File: config.mk
export PLATFORM = sky130hd
export DESIGN_NAME = cavlc_total_zeros_dec
export DESIGN_NICKNAME = d
export VERILOG_FILES = /design/src/rtl/cavlc_pkg.sv /design/src/rtl/cavlc_tz_row_match.sv /design/src/rtl/cavlc_total_zeros_dec.sv
export SDC_FILE = /design/constraint.sdc
export NUM_CORES = 1
export LEC_CHECK = 0
export ABC_AREA = 1
export BUFFER_PORTS_ARGS = -buffer_cell sky130_fd_sc_hd__buf_2
export CORE_MARGIN = 2
export CORE_UTILIZATION = 55
export DETAILED_ROUTE_END_ITERATION = 6
export PLACE_DENSITY = 0.7
export SYNTH_ARGS = -nofsm -noshare
export SYNTH_HDL_FRONTEND = slang
export SYNTH_SLANG_ARGS = --single-unit
File: constraint.sdc
create_clock -name clk -period 6.84 [get_ports clk]
set_clock_uncertainty 0.15 [all_clocks]
set_input_delay 0.684 -clock clk [delete_from_list [all_inputs] [get_ports clk]]
set_output_delay 0.684 -clock clk [all_outputs]
set_load 0.05 [all_outputs]
File: src/rtl/cavlc_pkg.sv
// Shared CAVLC total_zeros constants: codeword tables common with the encoder side.
// Entries are {code[2:0], len[3:0]}; in hex the high digit is the code value, the low digit the length.
package cavlc_pkg;

  localparam int unsigned TZ_WIN_W   = 9;
  localparam int unsigned TZ_ENTRY_W = 7;
  localparam int unsigned TZ_ROWS    = 18;
  localparam int unsigned TZ_COLS    = 16;
  localparam int unsigned TZ_ROW_W   = 5;
  localparam int unsigned TC_W       = 5;
  localparam int unsigned TC_MAX_4X4 = 15;
  localparam int unsigned TC_MAX_CDC = 3;
  localparam int unsigned CDC_ROW0   = 15;

  typedef logic [TZ_ENTRY_W-1:0] tz_entry_t;

  typedef struct packed {
    logic       err;
    logic [3:0] tz;
    logic [3:0] len;
  } tz_res_t;

  // Rows 0..14: 4x4 blocks with TotalCoeff 1..15; rows 15..17: chroma DC with TotalCoeff 1..3.
  localparam tz_entry_t TZ_TAB [TZ_ROWS][TZ_COLS] = '{
    '{7'h11, 7'h33, 7'h23, 7'h34, 7'h24, 7'h35, 7'h25, 7'h36,
      7'h26, 7'h37, 7'h27, 7'h38, 7'h28, 7'h39, 7'h29, 7'h19},
    '{7'h73, 7'h63, 7'h53, 7'h43, 7'h33, 7'h54, 7'h44, 7'h34,
      7'h24, 7'h35, 7'h25, 7'h36, 7'h26, 7'h16, 7'h06, 7'h00},
    '{7'h54, 7'h73, 7'h63, 7'h53, 7'h44, 7'h34, 7'h43, 7'h33,
      7'h24, 7'h35, 7'h25, 7'h16, 7'h15, 7'h06, 7'h00, 7'h00},
    '{7'h35, 7'h73, 7'h54, 7'h44, 7'h63, 7'h53, 7'h43, 7'h34,
      7'h33, 7'h24, 7'h25, 7'h15, 7'h05, 7'h00, 7'h00, 7'h00},
    '{7'h54, 7'h44, 7'h34, 7'h73, 7'h63, 7'h53, 7'h43, 7'h33,
      7'h24, 7'h15, 7'h14, 7'h05, 7'h00, 7'h00, 7'h00, 7'h00},
    '{7'h16, 7'h15, 7'h73, 7'h63, 7'h53, 7'h43, 7'h33, 7'h23,
      7'h14, 7'h13, 7'h06, 7'h00, 7'h00, 7'h00, 7'h00, 7'h00},
    '{7'h16, 7'h15, 7'h53, 7'h43, 7'h33, 7'h32, 7'h23, 7'h14,
      7'h13, 7'h06, 7'h00, 7'h00, 7'h00, 7'h00, 7'h00, 7'h00},
    '{7'h16, 7'h14, 7'h15, 7'h33, 7'h32, 7'h22, 7'h23, 7'h13,
      7'h06, 7'h00, 7'h00, 7'h00, 7'h00, 7'h00, 7'h00, 7'h00},
    '{7'h16, 7'h06, 7'h14, 7'h32, 7'h22, 7'h13, 7'h12, 7'h15,
      7'h00, 7'h00, 7'h00, 7'h00, 7'h00, 7'h00, 7'h00, 7'h00},
    '{7'h15, 7'h05, 7'h13, 7'h32, 7'h22, 7'h12, 7'h14, 7'h00,
      7'h00, 7'h00, 7'h00, 7'h00, 7'h00, 7'h00, 7'h00, 7'h00},
    '{7'h04, 7'h14, 7'h13, 7'h23, 7'h11, 7'h33, 7'h00, 7'h00,
      7'h00, 7'h00, 7'h00, 7'h00, 7'h00, 7'h00, 7'h00, 7'h00},
    '{7'h04, 7'h14, 7'h12, 7'h11, 7'h13, 7'h00, 7'h00, 7'h00,
      7'h00, 7'h00, 7'h00, 7'h00, 7'h00, 7'h00, 7'h00, 7'h00},
    '{7'h03, 7'h13, 7'h11, 7'h12, 7'h00, 7'h00, 7'h00, 7'h00,
      7'h00, 7'h00, 7'h00, 7'h00, 7'h00, 7'h00, 7'h00, 7'h00},
    '{7'h02, 7'h12, 7'h11, 7'h00, 7'h00, 7'h00, 7'h00, 7'h00,
      7'h00, 7'h00, 7'h00, 7'h00, 7'h00, 7'h00, 7'h00, 7'h00},
    '{7'h01, 7'h11, 7'h00, 7'h00, 7'h00, 7'h00, 7'h00, 7'h00,
      7'h00, 7'h00, 7'h00, 7'h00, 7'h00, 7'h00, 7'h00, 7'h00},
    '{7'h11, 7'h12, 7'h13, 7'h03, 7'h00, 7'h00, 7'h00, 7'h00,
      7'h00, 7'h00, 7'h00, 7'h00, 7'h00, 7'h00, 7'h00, 7'h00},
    '{7'h11, 7'h12, 7'h02, 7'h00, 7'h00, 7'h00, 7'h00, 7'h00,
      7'h00, 7'h00, 7'h00, 7'h00, 7'h00, 7'h00, 7'h00, 7'h00},
    '{7'h11, 7'h01, 7'h00, 7'h00, 7'h00, 7'h00, 7'h00, 7'h00,
      7'h00, 7'h00, 7'h00, 7'h00, 7'h00, 7'h00, 7'h00, 7'h00}
  };

  function automatic logic [2:0] tz_code(input tz_entry_t e);
    return e[6:4];
  endfunction

  function automatic logic [3:0] tz_len(input tz_entry_t e);
    return e[3:0];
  endfunction

  function automatic logic tz_tc_legal(input logic [TC_W-1:0] tc, input logic cdc);
    if (cdc) return (tc != '0) && (tc <= TC_W'(TC_MAX_CDC));
    return (tc != '0) && (tc <= TC_W'(TC_MAX_4X4));
  endfunction

  // Illegal TotalCoeff maps to row 0; the legality flag gates matching.
  function automatic logic [TZ_ROW_W-1:0] tz_row_idx(input logic [TC_W-1:0] tc, input logic cdc);
    if (!tz_tc_legal(tc, cdc)) return '0;
    if (cdc) return TZ_ROW_W'(CDC_ROW0) + TZ_ROW_W'(tc) - TZ_ROW_W'(1);
    return TZ_ROW_W'(tc) - TZ_ROW_W'(1);
  endfunction

endpackage

File: src/rtl/cavlc_tz_row_match.sv
// Combinational total_zeros matcher: selects a table row and compares every codeword
// against the head of the bitstream window in parallel.
module cavlc_tz_row_match
  import cavlc_pkg::*;
(
  input  logic [TZ_ROW_W-1:0] row_idx,
  input  logic                row_ok,
  input  logic [TZ_WIN_W-1:0] bits,
  output tz_res_t             res_c
);

  logic [TZ_COLS-1:0] hit;

  // Tables are prefix-free, so at most one hit is set and OR-reduction yields its index.
  always_comb begin
    tz_entry_t e;
    logic [3:0] l;
    hit   = '0;
    res_c = '0;
    e     = '0;
    l     = '0;
    for (int unsigned k = 0; k < TZ_COLS; k++) begin
      e = TZ_TAB[row_idx][k];
      l = tz_len(e);
      hit[k] = row_ok && (l != 4'd0) &&
               ((bits >> (4'(TZ_WIN_W) - l)) == TZ_WIN_W'(tz_code(e)));
      if (hit[k]) begin
        res_c.tz  = res_c.tz | 4'(k);
        res_c.len = res_c.len | l;
      end
    end
    res_c.err = ~|hit;
  end

endmodule

File: src/rtl/cavlc_total_zeros_dec.sv
// CAVLC total_zeros decoder: two-stage elastic pipeline (capture, then match into the
// output register) with valid/ready on both sides.
module cavlc_total_zeros_dec
  import cavlc_pkg::*;
#(
  parameter int unsigned WIN_W  = 9,
  parameter bit          ERR_EN = 1'b1
) (
  input  logic             clk,
  input  logic             rst,
  input  logic             in_valid,
  output logic             in_ready,
  input  logic [4:0]       in_total_coeff,
  input  logic             in_chroma_dc,
  input  logic [WIN_W-1:0] in_bits,
  output logic             out_valid,
  input  logic             out_ready,
  output logic [3:0]       out_total_zeros,
  output logic [3:0]       out_len,
  output logic             out_err
);

  logic                s1_v;
  logic [TZ_ROW_W-1:0] s1_row;
  logic                s1_ok;
  logic [WIN_W-1:0]    s1_bits;
  logic                s2_take;
  logic                s1_take;
  tz_res_t             match_c;

  assign s2_take  = ~out_valid | out_ready;
  assign s1_take  = ~s1_v | s2_take;
  assign in_ready = s1_take;

  cavlc_tz_row_match u_match (
    .row_idx (s1_row),
    .row_ok  (s1_ok),
    .bits    (s1_bits),
    .res_c   (match_c)
  );

  // Each stage loads when the stage after it is empty or draining this cycle.
  always_ff @(posedge clk) begin
    if (rst) begin
      s1_v            <= 1'b0;
      s1_row          <= '0;
      s1_ok           <= 1'b0;
      s1_bits         <= '0;
      out_valid       <= 1'b0;
      out_total_zeros <= '0;
      out_len         <= '0;
      out_err         <= 1'b0;
    end else begin
      if (s2_take) begin
        out_valid <= s1_v;
        if (s1_v) begin
          out_total_zeros <= match_c.tz;
          out_len         <= match_c.len;
          out_err         <= ERR_EN ? match_c.err : 1'b0;
        end
      end
      if (s1_take) begin
        s1_v <= in_valid;
        if (in_valid) begin
          s1_row  <= tz_row_idx(in_total_coeff, in_chroma_dc);
          s1_ok   <= tz_tc_legal(in_total_coeff, in_chroma_dc);
          s1_bits <= in_bits;
        end
      end
    end
  end

endmodule

Word level (Yosys, flattened, before mapping) --
Memory sizes are Yosys's and may differ from the RTL's. Cells that the tools add are included.
Cells by class: $add $sub $neg 19, magnitude comparators 3, equal/unequal tests 16, shifts and indexed selects 16, multiplexer cells 39, bitwise operators 20, reductions and logical operators 55
Operator list (number):
- $mux 112 | 2
- $eq 9x3->1 | 16
- $shr 9x4->9 | 16
- $mux 8 | 8
- $reduce_bool 4->1 | 16
- $sub 4x4->4 const A | 16
- $or 4x4->4 | 15
- $logic_and 1x1->1 | 34
- $mux 7 | 4
- $mux 5 | 5
- $mux 1 | 17
- $reduce_or 16->1 | 1
- $mux 6 | 2
- $sub 5x1->5 const B | 2
- $ge 6x6->1 const B | 1
- $not 5->6 | 1
- $add 4x5->5 const A | 1
- $le 5x2->1 const B | 1
- $le 5x4->1 const B | 1
- $reduce_bool 5->1 | 1
- $mux 4 | 1
- $reduce_and 2->1 | 2
- $not 1->1 | 2
- $or 1x1->1 | 2
- $logic_not 1->1 | 1
Word-level totals: register bits after elaboration 26, ROM bits 3584, output and inout bits 11, word-level logic and storage cells 177, memories kept 1
Memories:
- (name not given) | depth 32, bits a word 112, rd ports 1, clocked after Yosys merged registers in 0, wr ports 0, RTL line cavlc_tz_row_match.sv:23 | e = TZ_TAB[row_idx][k];

Logic depth before layout (Yosys ltp) --
Gate-level depths: netlist of the first run.
word-level depth 39, depth in mapped cells 25, depth with buffers taken out 24

By module --
Synthesis of the first run repeated with hierarchy kept, for this count alone.
Second synthesis, totals: cell total of the unflattened synthesis 1657, area total of the unflattened synthesis 8554.5 um^2
By module, submodules not included:
- cavlc_tz_row_match | times used 1, cells an instance 1497, area an instance 7357.1 um^2, sequential area each 0.0 um^2
- cavlc_total_zeros_dec | times used 1, cells an instance 160, area an instance 1197.4 um^2, sequential area each 520.5 um^2

Worst setup path before layout of the first run --
OpenSTA, ideal clock, no wires.
path type flip-flop to flip-flop, start register s1_row[1], end register out_err, arrival 2.996 ns, required time 6.558 ns, path slack 3.562 ns, stages on the path, launching flop included 19, period minus slack after synthesis 3.278 ns, path through dfxtp_1 inv_1 ha_1 inv_1 nand2_1 inv_1 o21ai_2 buf_2 ha_1 nor2_1 nand3_1 nand3b_1 nand2_1 nor2_1 nand2_1 nand2_1 nor2_1 nand3_1 a21oi_1
On the way: cells in the longest elaborated chain, start to end 10
Ends and longest elaborated chain:
- start: declaration | RTL line cavlc_total_zeros_dec.sv:24 | logic [TZ_ROW_W-1:0] s1_row;
- start signal: assignment | RTL line cavlc_total_zeros_dec.sv:65 | s1_row <= tz_row_idx(in_total_coeff, in_chroma_dc);
- $not 5->6 (implied by the code) * | RTL line cavlc_tz_row_match.sv:23
- $mem_v2 32x112 *
- $mux 112 (implied by the code) * (2 in series) | RTL line cavlc_tz_row_match.sv:23
- $sub 4x4->4 | RTL line cavlc_tz_row_match.sv:26 | ((bits >> (4'(TZ_WIN_W) - l)) == TZ_WIN_W'(tz_code(e)));
- $shr 9x4->9 | RTL line cavlc_tz_row_match.sv:26
- $eq 9x3->1 | RTL line cavlc_tz_row_match.sv:26
- $logic_and 1x1->1 | RTL line cavlc_tz_row_match.sv:25 | hit[k] = row_ok && (l != 4'd0) &&
- $reduce_or 16->1 * | RTL line cavlc_tz_row_match.sv:32 | res_c.err = ~|hit;
- $logic_not 1->1 * | RTL line cavlc_tz_row_match.sv:32
- end signal: assignment | RTL line cavlc_total_zeros_dec.sv:59 | out_err <= ERR_EN ? match_c.err : 1'b0;
- end: declaration | RTL line cavlc_total_zeros_dec.sv:20 | output logic out_err
Mark *: on every way between the ends. The rest lies on a longest branch, timed or not. The select of a mux whose other input is x is not followed. A chain may end at the register's enable or synchronous reset.

Final worst setup path of the first run --
start register s1_row[2], end register out_len[0]
On the way: cells in the longest elaborated chain, start to end 39
Ends and longest elaborated chain:
- $not 5->6 (implied by the code) * | RTL line cavlc_tz_row_match.sv:23
- $mem_v2 32x112 *
- $mux 112 (implied by the code) * (2 in series) | RTL line cavlc_tz_row_match.sv:23
- $sub 4x4->4 | RTL line cavlc_tz_row_match.sv:26
- $shr 9x4->9 | RTL line cavlc_tz_row_match.sv:26
- $eq 9x3->1 | RTL line cavlc_tz_row_match.sv:26
- $logic_and 1x1->1 | RTL line cavlc_tz_row_match.sv:25
- $mux 4 | RTL line cavlc_tz_row_match.sv:27 | if (hit[k]) begin
- (+22 left out)
- $or 4x4->4 | RTL line cavlc_tz_row_match.sv:29 | res_c.len = res_c.len | l;
- $mux 8 | RTL line cavlc_tz_row_match.sv:27
- $or 4x4->4 | RTL line cavlc_tz_row_match.sv:29
- $mux 8 | RTL line cavlc_tz_row_match.sv:27
- $or 4x4->4 | RTL line cavlc_tz_row_match.sv:29
- $mux 8 | RTL line cavlc_tz_row_match.sv:27
- $or 4x4->4 | RTL line cavlc_tz_row_match.sv:29
- $mux 8 * | RTL line cavlc_tz_row_match.sv:27
- end signal: assignment | RTL line cavlc_total_zeros_dec.sv:58 | out_len <= match_c.len;
- end: declaration | RTL line cavlc_total_zeros_dec.sv:19 | output logic [3:0] out_len,
Marked as above.

==> metrics.md, run 1 <==
| Metric | Value |
|---|---|
| Top-count cell post-synth | nand2_1 |
| Ant diodes | 0 |
| Final min period | 4.567 ns |
| Status | completed |
| Slowest stage cell, crit path | dfxtp_1 |
| DRT Wirelength | 29.41 mm |
| Die ar. | 0.01526 mm^2 |
| # Post-CTS Setup Buffers | 0 |
| Vias per cell | 6.070 |
| Final worst-path cycle share | 0.6676 |
| Nets@finish | 1609 |
| Gr usage total | 0.3763 |
| Remaining Overflow, GRT | 0 |
| Hold Fails Final Rpt | 0 |
| Sequential share of the synthesized area | 0.06625 |
| Initial antenna violation count | 0 |
| WP data arrival | 4.61 ns |
| Slew Viols, Final | 0 |
| IO Count | 30 |
| Ys async rst share | 0 |
| CTS resizes | 0 |
| Top post-synthesis cells by area | nand2_1 (28%), nand3_1 (20%), nor2_1 (6.9%), dfxtp_1 (6.6%), inv_1 (5.6%) |
| Slew margin rel. | 0.2864 |
| DRC viols | 0 |
| Core ar. | 0.01393 mm^2 |
| Syn Nets | 1633 |
| Unique cell type count in the Yosys netlist | 46 |
| Top_reg_cell synth | dfxtp_1 |
| Dpl cell area | 0.007914 mm^2 |
| Cell accounting for the most synthesized area | nand2_1 |
| Vias | 10540 |
| FP Rows | 43 |
| Iteration-0 DRC Markers | 1122 |
| DR WL/cell | 16.94 um |
| Number of synthesized flops with an enable pin | 0 |
| Hold Path Depth | 2 |
| DRT antenna net count | 0 |
| Starting Density | 0.5638 |
| Critical path required time | 6.89 ns |
| Pre-antenna DRT Iters | 5 |
| Root buf cell | clkbuf_16 |
| Max Buffers Root-to-Sink | 2 |
| Pleak | 4.359 nW |
| Syn Area/Cell | 4.969 um^2 |
| Worst hold path class | reg -> reg |
| FMAX | 219.0 MHz |
| First-pass GRT wire length | 45.08 mm |
| Vias in the first global route | 8718 |
| Syn Inst Count | 1581 |
| Cells on worst reg2reg path | 15 |
| Clk slew on worst S/H paths | 0.07 ns |
| #FFs+latches synth | 26 |
| CP Capture Type | register |
| Area growth syn-to-layout | 1.863% |
| Power per cell area | 163.0 mW/mm^2 |
| Final Total Pwr | 1.304 mW |
| GPL Wtd Cong | 1.034 |
| RSZ-0062 raised after global routing | false |
| CP startpoint kind | register |
| CP delay by family, top | simple AND/OR/NAND/NOR gates |
| Die X | 123.5 um |
| Fill count | 1560 |
| Largest net degree at the start of global routing | 29 |
| Num CTS Buffers | 3 |
| I/O Buffers | 29 |
| Final setup viols | 0 |
| CTS tree | done |
| Worst vdd ir | 163.6 uV |
| Worst Path Class, Setup | reg -> reg |
| Crit Path Max Fanout | 24 |
| Layout cells sized above 1 | 0.06877 |
| Yosys warning count | 0 |
| CP most frequent cell | nor2_1 |
| Max_cap viols | 0 |
| HPWL Detailed | 21.51 mm |
| Die Y | 123.5 um |
| Critical-path cell list | inv_2 > nand2_1 > nor2_1 > nor2_1 > inv_2 > ha_1 > nor2_1 > nand3_1 > nand2_1 > xor2_1 > nor2_1 > nand2_1 > o21ai_0 > nor2_1 > a21oi_1 |
| Cell area after synthesis | 0.007856 mm^2 |
| Worst-Skew Late Latency | 0.26 ns |
| Hold-fix buffers, CTS | 0 |
| Sink Count | 26 |
| Post-synth top cells | nand2_1 (584), nand3_1 (307), nor2_1 (145) |
| Biggest cell delay along the critical path | 0.90 ns |
| CP Depth | 15 |
| Synth top area share | 0.2790 |
| Design area | 0.008003 mm^2 |
| Slew of the pin with the lowest slew margin | 1.069 ns |
| Worst Path Buf+Inv | 2 |
| H-tree levels | 1 |
| Setup TNS Final | 0 ns |
## registers in the layout (all words and copies together) (netlist names)
| register | count |
|---|---|
| out_err | 1 |
| out_len | 4 |
| out_total_zeros | 4 |
| out_valid | 1 |
| s1_bits | 9 |
| s1_ok | 1 |
| s1_row | 5 |
| s1_v | 1 |
## per-stage QoR
step / utilization / hold WS (ns) / cells / setup slack [ns]
global route: 0.5743 / 0.3682 / 1736 / 1.900
finish: 0.5743 / 0.3199 / 1736 / 2.273
global placement: 0.5679 / 0.3007 / 1732 / 2.523
floorplan: - / 0.3932 / 1581 / 3.562
CTS: 0.5743 / 0.3174 / 1736 / 2.383
detailed placement: 0.5679 / 0.3074 / 1732 / 2.412
## logic make-up after synthesis
family,Yosys count,share of synthesized area
AND/OR/NAND/NOR,1134,0.6347
buffers and inverters,204,0.1139
AO/OA/AOI/OAI,180,0.1273
adder cells (fa/ha/maj),33,0.05256
flip-flops,26,0.06625
XOR/XNOR,4,0.005416
## worst register-to-register path: stages (launching register included)
cell     delay [ns]
dfxtp_1        0.90
inv_2          0.38
nand2_1        0.45
nor2_1         0.08
nor2_1         0.62
inv_2          0.19
ha_1           0.37
nor2_1         0.33
nand3_1        0.13
nand2_1        0.08
xor2_1         0.06
nor2_1         0.21
nand2_1        0.15
o21ai_0        0.19
nor2_1         0.07
a21oi_1        0.13
## metal layers
metal	vias to the layer above	wire, um	global-route usage
li1	5171	-	-
met1	4623	12150	0.5013
met2	627	12470	0.5948
met3	116	3315	0.07703
met4	0	1474	0.1442
met5	-	0	0
## layout make-up
type	instances	area, um^2	share of cell area
Inverter	137	514.2	0.06426
Timing Repair Buffer	38	212.7	0.02658
Sequential cell	26	520.5	0.06504
Multi-Input combinational cell	1351	6441	0.8049
Tap cell	180	225.2	0.02814
Clock buffer	4	88.84	0.01110
## where the power goes
part	internal, mW	switching, mW	leakage [nW]
Combinational	0.298	0.682	4.10
Clock	0.0896	0.0544	0.0442
Sequential	0.162	0.0184	0.214
Total	0.549	0.755	4.36
## final timing paths
path	start	to	slack (ns)
max	s1_row[2]$_SDFFE_PP0P_	out_len[0]$_SDFFE_PP0P_	2.27
min	out_len[3]$_SDFFE_PP0P_	out_len[3]$_SDFFE_PP0P_	0.32
max reg2reg	s1_row[2]$_SDFFE_PP0P_	out_len[0]$_SDFFE_PP0P_	2.27
min reg2reg	out_len[3]$_SDFFE_PP0P_	out_len[3]$_SDFFE_PP0P_	0.32
## cells in the final DEF, fill, tap and decap left out, types with 2 or more instances in the layout
master	Yosys	routed
o31ai_1	2	2
a41oi_1	2	2
inv_2	15	15
o21ai_1	18	18
nor2_1	145	145
nand3b_1	10	10
buf_2	19	29
clkinv_1	5	5
nor2_4	3	3
nor3_2	3	3
o21ai_0	72	72
nor2_2	9	9
xor2_1	2	2
o21ai_2	2	2
ha_1	33	33
and2_1	4	4
nor3_1	8	8
a31oi_1	2	2
nand3_2	6	6
dfxtp_1	26	26
buf_4	10	9
clkbuf_16	0	3
inv_1	117	117
nand2_4	2	2
nand4_1	30	30
a21oi_2	3	3
nand2_1	584	584
nand2_2	16	16
a21oi_1	59	59
nand3_4	2	2
nand3_1	307	307
o211ai_1	15	15
Note: power is estimated with default switching activity, not from simulation.
==> run 2: changes to the inputs <==
- ABC_AREA: 1 -> 0
- clock period: 6.84 -> 4.6 ns (I/O delays scaled with it)
==> run 2 against run 1 <==
- via count is 5.9% lower
- area after synthesis is 3.7% higher
- total power is 26% higher
- critical path type unchanged
==> metrics.md, run 2 <==
| Metric | Value |
|---|---|
| Starting Density | 0.5625 |
| Final min period | 4.421 ns |
| FP Rows | 44 |
| HPWL Detailed | 24.09 mm |
| Die Y | 125.7 um |
| Post-synth top cells | nand2_1 (114), nor2_1 (91), a21oi_1 (86) |
| Slew Viols, Final | 0 |
| Pleak | 3.254 nW |
| Top post-synthesis cells by area | mux2i_1 (7.0%), dfxtp_1 (6.4%), a21oi_1 (5.3%), nand2_1 (5.3%), ha_1 (5.1%) |
| Design area | 0.008613 mm^2 |
| Setup TNS Final | 0 ns |
| Cell area after synthesis | 0.008144 mm^2 |
| Post-synthesis xor/xnor area fraction | 0.02673 |
| Critical path required time | 4.63 ns |
| Final Total Pwr | 1.645 mW |
| Simple-gate share of the synthesized area | 0.2921 |
| WHS | 0.2817 ns |
| Syn Area/Cell | 6.967 um^2 |
| Sequential share of the synthesized area | 0.06391 |
| Sink Count | 26 |
| Yosys warning count | 0 |
| Fill count | 1414 |
| Leading cell type in the layout, fill and taps excluded | nand2_1 |
| Largest register FFs | 9 |
| DRC viols | 0 |
| I/O Buffers | 29 |
| Unique cell type count in the Yosys netlist | 110 |
| Top_reg_cell synth | dfxtp_1 |
| Vias in the first global route | 9058 |
| Place WS | 0.1351 ns |
| Top-count cell post-synth | nand2_1 |
| Hold-fix buffers, CTS | 0 |
| H-tree levels | 1 |
| Ant diodes | 0 |
| Die X | 125.7 um |
| Max Buffers Root-to-Sink | 2 |
| Layout Utilization | 0.5949 |
| Syn Inst Count | 1169 |
| Vias per cell | 7.371 |
| WP data arrival | 4.45 ns |
| CTS tree | done |
| Crit Path Max Fanout | 8 |
| Synth top area share | 0.07006 |
| DR WL/cell | 24.48 um |
| Initial antenna violation count | 0 |
| R2R Setup Slk | 0.18 ns |
| Nets@finish | 1214 |
| Slew margin rel. | 0.2445 |
| Core ar. | 0.01448 mm^2 |
| #FFs+latches synth | 26 |
| Final Instance Count excl. Fillers | 1345 |
| Power per cell area | 191.0 mW/mm^2 |
| Biggest register | s1_bits |
| Largest net degree at the start of global routing | 53 |
| Compound-Gate Fraction of Synth Area | 0.3446 |
| Syn Nets | 1221 |
| Pre-antenna DRT Iters | 7 |
| DRT Wirelength | 32.92 mm |
| Commonest non-fill, non-tap cells in the layout | nand2_1 (114), nor2_1 (90), a21oi_1 (86), o21ai_0 (70), buf_4 (67) |
| Dpl cell area | 0.008476 mm^2 |
| Worst-Skew Late Latency | 0.26 ns |
| Final setup viols | 0 |
| Vias | 9914 |
| GPL Wtd Cong | 1.038 |
| Adder-Cell Fraction of Synth Area | 0.05070 |
| Worst Path Class, Setup | reg -> reg |
| Ys async rst share | 0 |
| Root buf cell | clkbuf_16 |
| Gr usage total | 0.3993 |
| Cell accounting for the most synthesized area | mux2i_1 |
| IO Count | 30 |
| Mux contribution to synthesized area | 0.1307 |
| RSZ-0062 raised after global routing | true |
| DRT antenna net count | 0 |
| CP startpoint kind | register |
| CP Capture Type | register |
| Number of synthesized flops with an enable pin | 0 |
| Final WS setup | 0.1794 ns |
| Final worst-path cycle share | 0.9610 |
| Num CTS Buffers | 3 |
| Placed cell count | 1340 |
| Max_cap viols | 0 |
| First-pass GRT wire length | 51.23 mm |
| Worst hold path class | in -> reg |
| Biggest regs | s1_bits (9), s1_row (5) |
| Layout cells sized above 1 | 0.1697 |
| Remaining Overflow, GRT | 0 |
| Area growth syn-to-layout | 5.761% |
| Hold Fails Final Rpt | 0 |
| Clk slew on worst S/H paths | 0.07 ns |
| Slew of the pin with the lowest slew margin | 1.132 ns |
| Largest family of logic cells by synthesized area | compound AO/OA/AOI/OAI gates |
| Worst vdd ir | 223.2 uV |
| FMAX | 226.2 MHz |
| Status | completed |
| Iteration-0 DRC Markers | 1410 |
| Die ar. | 0.01580 mm^2 |
## run 2: cell types whose count changed after synthesis, moves of 32 or more
| cell | previous run | this run |
|---|---|---|
| mux2i_1 | 0 | 57 |
| nand2_1 | 584 | 114 |
| nor2_1 | 145 | 91 |
| nor3_1 | 8 | 40 |
| nand3_1 | 307 | 40 |
| inv_1 | 117 | 24 |
## run 2: layout make-up
cell class | instances | area [um^2] | share of cell area
clock buffers | 3 | 75.07 | 0.008716
clock inverters | 1 | 30.03 | 0.003486
inverters | 42 | 157.7 | 0.01830
multi-input cells | 991 | 6907 | 0.8019
flip-flops and latches | 26 | 525.5 | 0.06101
well taps | 184 | 230.2 | 0.02673
repair buffers | 98 | 688.2 | 0.07990
## run 2: power by group
group	internal (mW)	switching [mW]	total (mW)
registers	0.238	0.0292	0.267
logic	0.432	0.692	1.12
clock network	0.173	0.0808	0.254
total	0.843	0.802	1.65
## run 2: worst paths after layout
kind / startpoint / end / depth (start not counted)
worst max-delay path: s1_row[1]$_SDFFE_PP0P_ / out_len[2]$_SDFFE_PP0P_ / 16
worst min-delay path: in_bits[7] / s1_bits[7]$_SDFFE_PP0P_ / 3
worst max register to register: s1_row[1]$_SDFFE_PP0P_ / out_len[2]$_SDFFE_PP0P_ / 16
worst min register to register: out_len[3]$_SDFFE_PP0P_ / out_len[3]$_SDFFE_PP0P_ / 2
## run 2: kinds of logic (layout without fill, tap and decap cells)
family | after synthesis | count (layout)
simple gates | 447 | 447
compound gates | 398 | 398
buf+inv | 152 | 144
mux | 89 | 89
fa+ha+maj | 33 | 33
flops | 26 | 26
xor+xnor | 24 | 24
## run 2: critical path, cell delays in order (launching register included)
cell	delay, ns
dfxtp_2	0.40
inv_1	0.25
ha_1	0.23
nor2b_2	0.32
mux2_2	0.22
nand2_1	0.13
ha_1	0.41
nor2_1	0.09
a21oi_1	0.14
nor2_1	0.05
a2111oi_1	0.40
o22ai_1	0.12
a2111oi_1	0.43
nand4_2	0.28
o211ai_1	0.35
nor3_1	0.10
a311oi_1	0.26
## run 2: repair_timing
action	CTS	global route
resized for setup	0	8
setup endpoints to repair	0	8
buffers inserted	0	1
## run 2: metal layers
| metal | vias up | track usage | wire length (um) |
|---|---|---|---|
| met4 | 0 | 0.1915 | 1839 |
| met2 | 744 | 0.6086 | 13930 |
| li1 | 4468 | - | - |
| met5 | - | 0 | 0 |
| met1 | 4552 | 0.5472 | 12990 |
| met3 | 150 | 0.06882 | 4157 |
==> run 3: changes to the inputs <==
- CORE_UTILIZATION: 55 -> 45
- PLACE_DENSITY: 0.7 -> 0.59
==> run 3 against run 2 <==
- combinational power about the same
- critical path type unchanged
- clock power fell by 15%
- largest power group unchanged
- highest routed layer unchanged
- critical endpoint is now out_err$_SDFFE_PP0P_
- wire length up 3.9%
==> metrics.md, run 3 (same netlist as run 2, synthesis figures left out) <==
| Metric | Value |
|---|---|
| Status | completed |
| GPL Wtd Cong | 1.031 |
| Vias | 9848 |
| Min-Delay Startpoint | in_bits[0] |
| Vias per cell | 7.019 |
| Biggest register | s1_bits |
| RSZ-0062 raised after global routing | false |
| Slowest stage cell, crit path | or4_1 |
| Met2 routed wirelength | 14.59 mm |
| Die ar. | 0.01919 mm^2 |
| Num CTS Buffers | 3 |
| CTS tree | done |
| Clk slew on worst S/H paths | 0.07 ns |
| Initial antenna violation count | 0 |
| Power per cell area | 186.1 mW/mm^2 |
| Final min period | 4.368 ns |
| Nets@finish | 1227 |
| Fill count | 1827 |
| Leading cell type in the layout, fill and taps excluded | nand2_1 |
| I/O Buffers | 29 |
| Core ar. | 0.01784 mm^2 |
| Worst hold path class | in -> reg |
| Vias in the first global route | 8982 |
| Root buf cell | clkbuf_16 |
| Final Instance Count excl. Fillers | 1403 |
| Worst-Skew Late Latency | 0.26 ns |
| Flip-flop and latch area | 524.3 um^2 |
| Routed length on met3 | 3.409 mm |
| Reg-to-reg startpoint | s1_row[1]$_SDFFE_PP0P_ |
| Iteration-0 DRC Markers | 1483 |
| Final setup viols | 0 |
| Largest net degree at the start of global routing | 62 |
| DRC viols | 0 |
| Pre-antenna DRT Iters | 5 |
| Worst vdd ir | 190.5 uV |
| WHS | 0.2810 ns |
| Critical path required time | 4.65 ns |
| HPWL Detailed | 25.22 mm |
| Pleak | 3.317 nW |
| Ant diodes | 0 |
| Die X | 138.5 um |
| # Post-CTS Setup Buffers | 0 |
| Max layer used | met4 |
| WP data arrival | 4.42 ns |
| Max_cap viols | 0 |
| IO Count | 30 |
| Setup TNS Final | 0 ns |
| First-pass GRT wire length | 52.94 mm |
| Worst Path Class, Setup | reg -> reg |
| H-tree levels | 1 |
| Final worst-path cycle share | 0.9496 |
| DRT Wirelength | 34.21 mm |
| Placed cell count | 1399 |
| Biggest regs | s1_bits (9), s1_row (5) |
| Area growth syn-to-layout | 7.129% |
| Largest register FFs | 9 |
| Starting Density | 0.4565 |
| DRT antenna net count | 0 |
| Gr usage total | 0.3391 |
| CP Capture Type | register |
| FP Rows | 49 |
| Crit Path Max Fanout | 12 |
| Commonest non-fill, non-tap cells in the layout | nand2_1 (114), nor2_1 (90), a21oi_1 (86), buf_4 (81), o21ai_0 (70) |
| CP startpoint kind | register |
| FMAX | 228.9 MHz |
| Slew margin rel. | 0.4142 |
| Worst Setup SP | s1_row[1]$_SDFFE_PP0P_ |
| Slew of the pin with the lowest slew margin | 0.8775 ns |
| Met1 Wirelength | 14.62 mm |
| Max Buffers Root-to-Sink | 2 |
| Multi-input logic area | 0.006894 mm^2 |
| Layout cells sized above 1 | 0.1772 |
| Slew Viols, Final | 0 |
| Hold Fails Final Rpt | 0 |
| Biggest cell delay along the critical path | 0.44 ns |
| Remaining Overflow, GRT | 0 |
| Critical-path cell list | buf_4 > ha_1 > buf_4 > or3b_1 > a31oi_4 > inv_2 > ha_1 > inv_1 > nor2_1 > a22oi_1 > nand3_1 > a31o_2 > nand4_1 > nand2_1 > or4_1 > o21ai_1 |
| DR WL/cell | 24.38 um |
| Sink Count | 26 |
| Die Y | 138.5 um |
==> run 3: through the flow <==
stage               cell area [um^2]  setup WS, ns  utilization  power (mW)
global placement                8625        0.2610       0.4834       1.372
floorplan                       8144        0.1331            -       1.082
detailed placement              8625        0.2996       0.4834       1.369
finish                          8725        0.2319       0.4890       1.624
global route                    8725       0.03935       0.4890       1.716
CTS                             8713        0.2808       0.4884       1.588
==> run 3: routing by layer <==
metal | global-route usage | up-vias
li1 | - | 4493
met1 | 0.4825 | 4652
met2 | 0.5130 | 605
met3 | 0.04834 | 98
met4 | 0.1412 | 0
met5 | 0 | -
==> run 3: final cells by class <==
class	instances	area share
Clock buffer	4	0.01018
Inverter	42	0.01807
Multi-Input combinational cell	991	0.7902
Sequential cell	26	0.06009
Tap cell	229	0.03284
Timing Repair Buffer	111	0.08863
==> run 3: worst paths after layout <==
path	to	slack [ns]	depth (start not counted)
max	out_err$_SDFFE_PP0P_	0.23	16
min	s1_bits[0]$_SDFFE_PP0P_	0.28	3
max reg2reg	out_err$_SDFFE_PP0P_	0.23	16
min reg2reg	out_err$_SDFFE_PP0P_	0.33	2
==> run 3: worst max-delay path, delay by kind of cell, from the launching register on <==
kind	cells	cell delay, ns
AO/OA/AOI/OAI	4	0.96
buffers and inverters	4	0.73
adder cells (fa/ha/maj)	2	0.71
flip-flops	1	0.33
AND/OR/NAND/NOR	6	1.41
==> run 3: power by group <==
group	leakage (nW)	internal, mW	switching [mW]
Clock	0.0442	0.133	0.0839
Combinational	3.06	0.439	0.701
Sequential	0.215	0.238	0.0280
==> run 3: what timing repair did <==
action | in CTS | in global routing
resized for setup | 0 | 2
hold buffers | 0 | 0
endpoints found under the setup margin | 0 | 3
